## src/rtl/store_buffer.sv

```systemverilog
// Store buffer: DEPTH-entry FIFO of {addr, data, strb} drained one write at a time over a req/ack port.
// Optional load forwarding is compiled in with `define STORE_BUF_FWD_EN.
module store_buffer #(
   parameter int ADDR_W = 32,
   parameter int DATA_W = 32,
   parameter int DEPTH  = 4
) (
   input  logic                       clk,
   input  logic                       rst_n,
   input  logic                       st_valid,
   input  logic [ADDR_W-1:0]          st_addr,
   input  logic [DATA_W-1:0]          st_data,
   input  logic [DATA_W/8-1:0]        st_strb,
   output logic                       st_ready,
   output logic                       mem_req,
   output logic [ADDR_W-1:0]          mem_addr,
   output logic [DATA_W-1:0]          mem_data,
   output logic [DATA_W/8-1:0]        mem_strb,
   input  logic                       mem_ack,
   output logic                       busy,
   output logic                       full,
   output logic                       empty,
   output logic [$clog2(DEPTH):0]     count,
   input  logic [ADDR_W-1:0]          ld_addr,
   output logic                       fwd_hit,
   output logic [DATA_W-1:0]          fwd_data,
   output logic [DATA_W/8-1:0]        fwd_strb
);

   // state | meaning
   // IDLE  | no write outstanding; loads the head entry onto mem_* when not empty
   // REQ   | mem_req high, payload held until mem_ack pops the head
   typedef enum logic {IDLE = 1'b0, REQ = 1'b1} state_t;

   localparam int STRB_W = DATA_W / 8;
   localparam int PTR_W  = $clog2(DEPTH);
   localparam int CNT_W  = PTR_W + 1;

   logic [ADDR_W-1:0] addr_mem [DEPTH];
   logic [DATA_W-1:0] data_mem [DEPTH];
   logic [STRB_W-1:0] strb_mem [DEPTH];

   logic [PTR_W-1:0]  head_q, tail_q;
   logic [CNT_W-1:0]  count_q;
   state_t            state_q, state_d;
   logic              push, pop, load;

   assign full     = (count_q == CNT_W'(DEPTH));
   assign empty    = (count_q == '0);
   assign count    = count_q;
   assign st_ready = !full;
   assign push     = st_valid && st_ready;

   always_ff @(posedge clk or negedge rst_n) begin
      if (!rst_n) begin
         state_q <= IDLE;
      end else begin
         state_q <= state_d;
      end
   end

   always_comb begin
      state_d = state_q;
      case (state_q)
         IDLE:    if (!empty) state_d = REQ;
         REQ:     if (mem_ack) state_d = IDLE;
         default: state_d = IDLE;
      endcase
   end

   always_comb begin
      mem_req = (state_q == REQ);
      load    = (state_q == IDLE) && !empty;
      pop     = (state_q == REQ) && mem_ack;
      busy    = !empty || (state_q == REQ);
   end

   // Storage is not reset; only entries between head and tail are ever observed.
   always_ff @(posedge clk) begin
      if (push) begin
         addr_mem[tail_q] <= st_addr;
         data_mem[tail_q] <= st_data;
         strb_mem[tail_q] <= st_strb;
      end
   end

   always_ff @(posedge clk or negedge rst_n) begin
      if (!rst_n) begin
         head_q  <= '0;
         tail_q  <= '0;
         count_q <= '0;
      end else begin
         if (push) tail_q <= tail_q + PTR_W'(1);
         if (pop)  head_q <= head_q + PTR_W'(1);
         case ({push, pop})
            2'b10:   count_q <= count_q + CNT_W'(1);
            2'b01:   count_q <= count_q - CNT_W'(1);
            default: count_q <= count_q;
         endcase
      end
   end

   // The drained entry stays in the FIFO until acked, so the payload is a copy of the head.
   always_ff @(posedge clk or negedge rst_n) begin
      if (!rst_n) begin
         mem_addr <= '0;
         mem_data <= '0;
         mem_strb <= '0;
      end else if (load) begin
         mem_addr <= addr_mem[head_q];
         mem_data <= data_mem[head_q];
         mem_strb <= strb_mem[head_q];
      end
   end

`ifdef STORE_BUF_FWD_EN
   logic [PTR_W-1:0] fwd_idx;

   // Scan oldest to youngest so the last match wins.
   always_comb begin
      fwd_hit  = 1'b0;
      fwd_data = '0;
      fwd_strb = '0;
      fwd_idx  = '0;
      for (int k = 0; k < DEPTH; k++) begin
         fwd_idx = head_q + PTR_W'(k);
         if ((CNT_W'(k) < count_q) && (addr_mem[fwd_idx] == ld_addr)) begin
            fwd_hit  = 1'b1;
            fwd_data = data_mem[fwd_idx];
            fwd_strb = strb_mem[fwd_idx];
         end
      end
   end
`else
   logic unused_ld_addr;

   assign unused_ld_addr = ^ld_addr;
   assign fwd_hit        = 1'b0;
   assign fwd_data       = '0;
   assign fwd_strb       = '0;
`endif

endmodule

```

## config.mk

```make
export PLATFORM = sky130hd
export DESIGN_NAME = store_buffer
export DESIGN_NICKNAME = d
export VERILOG_FILES = /design/src/rtl/store_buffer.sv
export SDC_FILE = /design/constraint.sdc
export NUM_CORES = 1
export LEC_CHECK = 0
export BUFFER_PORTS_ARGS = -buffer_cell sky130_fd_sc_hd__clkbuf_2
export CAP_MARGIN = 10
export CORE_MARGIN = 2
export CORE_UTILIZATION = 60
export DETAILED_ROUTE_END_ITERATION = 6
export PLACE_DENSITY = 0.84
export SLEW_MARGIN = 0
export SYNTH_ARGS = -nofsm -noshare
export SYNTH_HDL_FRONTEND = slang
export SYNTH_SLANG_ARGS = --single-unit
export TNS_END_PERCENT = 10
```

## constraint.sdc

```tcl
create_clock -name clk -period 8.5 [get_ports clk]
set_input_delay 1.7 -clock clk [delete_from_list [all_inputs] [get_ports clk]]
set_output_delay 1.7 -clock clk [all_outputs]
set_load 0.02 [all_outputs]
```

==> Yosys cells after proc, flatten, opt, wreduce, memory -nomap -nowiden <==
Memory sizes are Yosys's and may differ from the RTL's. A register that Yosys moved wholly into a read port is not among the register bits.
Cells that the tools add are included.
Widths: inputs -> output; s select.
{ "word_totals": {"inputBits": 104, "out_inout_bits": 113, "memories": 3, "mem_bits_rw": 272, "word_cells": 32, "reg_bits": 8} }
{ "memory_table": {"columns": ["name", "words", "word_bits", "rd", "rd_clocked_by_memory_dff", "write_ports", "line", "text"], "rows": [
  ["addr_mem", 4, 32, 1, 1, 1, "39", "logic [ADDR_W-1:0] addr_mem [DEPTH];"],
  ["data_mem", 4, 32, 1, 1, 1, "40", "logic [DATA_W-1:0] data_mem [DEPTH];"],
  ["strb_mem", 4, 4, 1, 1, 1, "41", "logic [STRB_W-1:0] strb_mem [DEPTH];"]
]} }
{ "classes": {"eq_ne": 3, "n_reduce_logical": 11, "bitwise_logic": 1, "mux": 6, "n_addsub": 4} }
{ "op_table": {"columns": ["cell", "n"], "rows": [
  ["$pmux 3 s2", 1],
  ["$logic_not 1->1", 5],
  ["$add 2x1->2 const B", 2],
  ["$mux 1", 4],
  ["$add 3x1->3 const B", 1],
  ["$eq 3x3->1 const B", 1],
  ["$logic_and 1x1->1", 3],
  ["$logic_not 3->1", 1],
  ["$sub 3x1->3 const B", 1],
  ["$eq 2x1->1 const B", 1],
  ["$eq 2x2->1 const B", 1],
  ["$pmux 1 s2", 1],
  ["$reduce_bool 2->1", 1],
  ["$logic_or 1x1->1", 1],
  ["$not 1->1", 1]
]} }

==> Longest topological paths before layout <==
{ "depth": {"depth_word": 5, "depth_mapped": 11, "mapped_depth_nobuf": 11} }

==> Least setup slack after synthesis <==
OpenSTA, ideal clock, no wires.
{ "synth_timing": {"kind": "input to register", "startpoint": "input st_valid", "endpoint": "memory addr_mem[0][0], enable pin", "stages": 2, "path_buffers": 0, "required_ns": 8.067, "setup_slack_ns": 4.399, "t_arrival_ns": 3.668, "setup_time_ns": 0.433, "path_cell_list": "nor2b_1 -> and2_1"} }
{ "synth_via": {"elab_chain_len": 3} }
{ "synth_lines": {"columns": ["element", "line", "text"], "rows": [
  ["start: declaration", "10", "input logic st_valid,"],
  ["$logic_and 1x1->1", "52", "assign push = st_valid && st_ready;"],
  ["$mux 1", "80", "if (push) begin"],
  ["$mux 1 (not written as such)", "81", "addr_mem[tail_q] <= st_addr;"],
  ["end: declaration", "39", null]
]} }
No other way between the ends.

==> Worst setup path in the final report <==
{ "layout_timing": {"startpoint": "register count_q[1], in the netlist count[1]", "endpoint": "output busy"} }
{ "layout_via": {"elab_chain_len": 3} }
{ "layout_lines": {"columns": ["element", "line", "text"], "rows": [
  ["start: declaration", "44", "logic [CNT_W-1:0] count_q;"],
  ["start signal: assignment", "96", "2'b10: count_q <= count_q + CNT_W'(1);"],
  ["start signal: assignment", "97", "2'b01: count_q <= count_q - CNT_W'(1);"],
  ["start signal: assignment", "98", "default: count_q <= count_q;"],
  ["$logic_not 3->1", "49", "assign empty = (count_q == '0);"],
  ["$logic_not 1->1", "75", "busy = !empty || (state_q == REQ);"],
  ["$logic_or 1x1->1", "75", null],
  ["end: declaration", "20", "output logic busy,"]
]} }
No other way between the ends.

==> flow_summary.ini <==
[synth]
synth_top_area_cell = edfxtp_1
synth_area_leaders = edfxtp_1, dfrtp_1, mux4_2
yosysMostFrequentCell = edfxtp_1
synthTopCellsByCount = edfxtp_1, dfrtp_1, mux2_2, mux4_2, buf_4
yosysWarningCount = 0
yosysTopAreaCellShare_pct = 62.42
ys_ff_latch = 348
syn-cell-area_um2 = 13090
syn_inst = 579
ys_types = 24
async_flop_share_pct = 21.84
synth_edf_count = 272
yosys_most_used_dff = edfxtp_1
yosysSeqAreaShare_pct = 76.95
syn_avg_cell_area_um2 = 22.60

[detailed_routing]
firstDrtPassIters = 4
ant_nets = 0
vias_per_cell = 5.621
route.detailed.drc = 0
routed_wl_mm = 22.69
post_drt_wl_per_cell_um = 21.65
drtIter0Drc = 356
vias = 5891

[clock_tree]
ctsHoldBuffers = 0
cts_buffer_depth = 3
root_buffer = clkbuf_16
cts_resized = 0
htreeDepth = 2
clock_latency_ns = 0.50
clk_pin_slew_worst_paths_ns = 0.06
cts_buffers = 35
clock-sinks = 348
cts_tree = built
post_cts_buffers = 0

[power_and_ir_drop]
leakage_uw = 0.005511
power.density_nw_per_um2 = 373.0
vdd_drop_max_v = 0.0004164

[sta]
rsz0062_at_grt = no
relSlewSlack_pct = 27.77
hold_viol = 0
final_max_slew_viol_count = 0
max_slew.worst_pin.slew_ns = 1.083
max_freq_mhz = 309.9
fin_tns_setup_ns = 0
finalClockSkew_ns = 0.01375
timing.final.ws_setup_ns = 5.273
setup_violations = 0
period_share_pct = 37.96
period_needed_ns = 3.227

[final_layout]
antenna_cells = 0
drive_gt1_share_pct = 44.53
layout.nets = 852
area_growth_pct = 14.88

[placed_design]
place_hpwl_mm = 12.53
place.gp.congestion = 0.7673
dp_slack_ns = 4.798
port_buffers = 147

[grt]
grt_pass1_vias = 6329
grt_usage_pct = 20.39
grt-ovfl-total = 0
grt_max_degree = 70
antenna_found_initial = 0
grt_pass1_wl_mm = 34.78

[setup_path]
worstPathRequired_ns = 6.80
critPathCaptureType = output pin
critical_path_class = flop to output pin
path_max_fanout = 3
cp.arrival_ns = 1.53
startpoint_type = flop

[floorplanning]
io_pins = 217
start_util_pct = 60.53
die_h_um = 151.7
num_rows = 54
die_area_um2 = 23010
core_area_um2 = 21620
dieWidth_um = 151.7

[outcome]
status = finished, final reports clean

[job]
maxCapViolations = 0

[worst_hold_path]
hold_class = flop to flop
-- kinds of logic after synthesis --
family	after synthesis	share of synthesized area, %
xor gates and xnor gates	6	0.4016
adders and majority gates	6	0.6310
buffers and inverters	67	3.672
DFF	348	76.95
muxes	138	17.72
other	1	0.02866
and+or+nand+nor	13	0.6023
-- power breakdown --
part           switching [µW]  leakage (µW)  internal (µW)
clock                     588      0.000548            903
sequential                287       0.00338           2330
combinational             776       0.00159            722
total                    1650       0.00551           3960
-- worst paths after layout --
check                                        to   startpoint  cells past startpoint  slack [ns]
worst min register to register      mem_data[8]  mem_data[8]                      1        0.51
worst min-delay path                mem_data[8]  mem_data[8]                      1        0.51
worst max register to register  addr_mem[0][10]     count[1]                      5        5.89
min in group asynchronous          mem_addr[21]        rst_n                      1        1.18
max in group asynchronous             head_q[1]        rst_n                      2        6.25
worst max-delay path                       busy     count[1]                      3        5.27
-- routing by layer --
layer	vias up	track usage (%)	wire length (µm)	part of all wire, %
met5	-	0	0	0
li1	2571	-	-	-
met3	31	5.210	1701	7.5
met1	3073	26.10	8777	39
met4	0	5.185	340	1.5
met2	216	35.41	11870	52
-- critical path, cell delays in order (launching register included) --
cell      delay (ns)
dfrtp_1         0.41
nor3_2          0.34
nand2b_1        0.11
clkbuf_2        0.17
-- cell type report --
type / instances / area (µm²)
inverter: 7 / 26.28
multi-input combinational: 200 / 2686
clock buffer: 55 / 1044
clock inverter: 8 / 88.84
timing repair buffer: 150 / 760.7
fill: 1279 / 6588
tap: 280 / 350.3
sequential: 348 / 10080
-- metrics by stage --
step	area [µm²]	util [%]	hold WS, ns	instances	power, µW
floorplan	13220	-	0.5340	615	3733
global placement	13900	64.29	0.4891	985	4089
detailed placement	13900	64.29	0.4964	985	4174
CTS	15030	69.53	0.5090	1048	5675
global route	15030	69.53	0.5137	1048	5872
finish	15030	69.53	0.5066	1048	5608
-- sequential cells by signal (all words and copies together) (netlist names) --
signal	flops
mem_data	32
data_mem	128
mem_strb	4
addr_mem	128
head_q	2
count	3
mem_addr	32
tail_q	2
strb_mem	16
mem_req	1
-- layout by cell type (no fill, tap or decap), drive strengths merged, types with 2 or more instances in the layout --
| cell type | n |
|---|---|
| bufinv | 2 |
| ha | 5 |
| nor2 | 2 |
| xor2 | 3 |
| dfrtp | 76 |
| nor2b | 2 |
| mux4 | 68 |
| edfxtp | 272 |
| mux2 | 69 |
| and2 | 5 |
| clkinv | 5 |
| buf | 4 |
| xnor2 | 3 |
| inv | 7 |
| conb | 37 |
| clkbuf | 201 |
(Power assumes the default switching activity.)
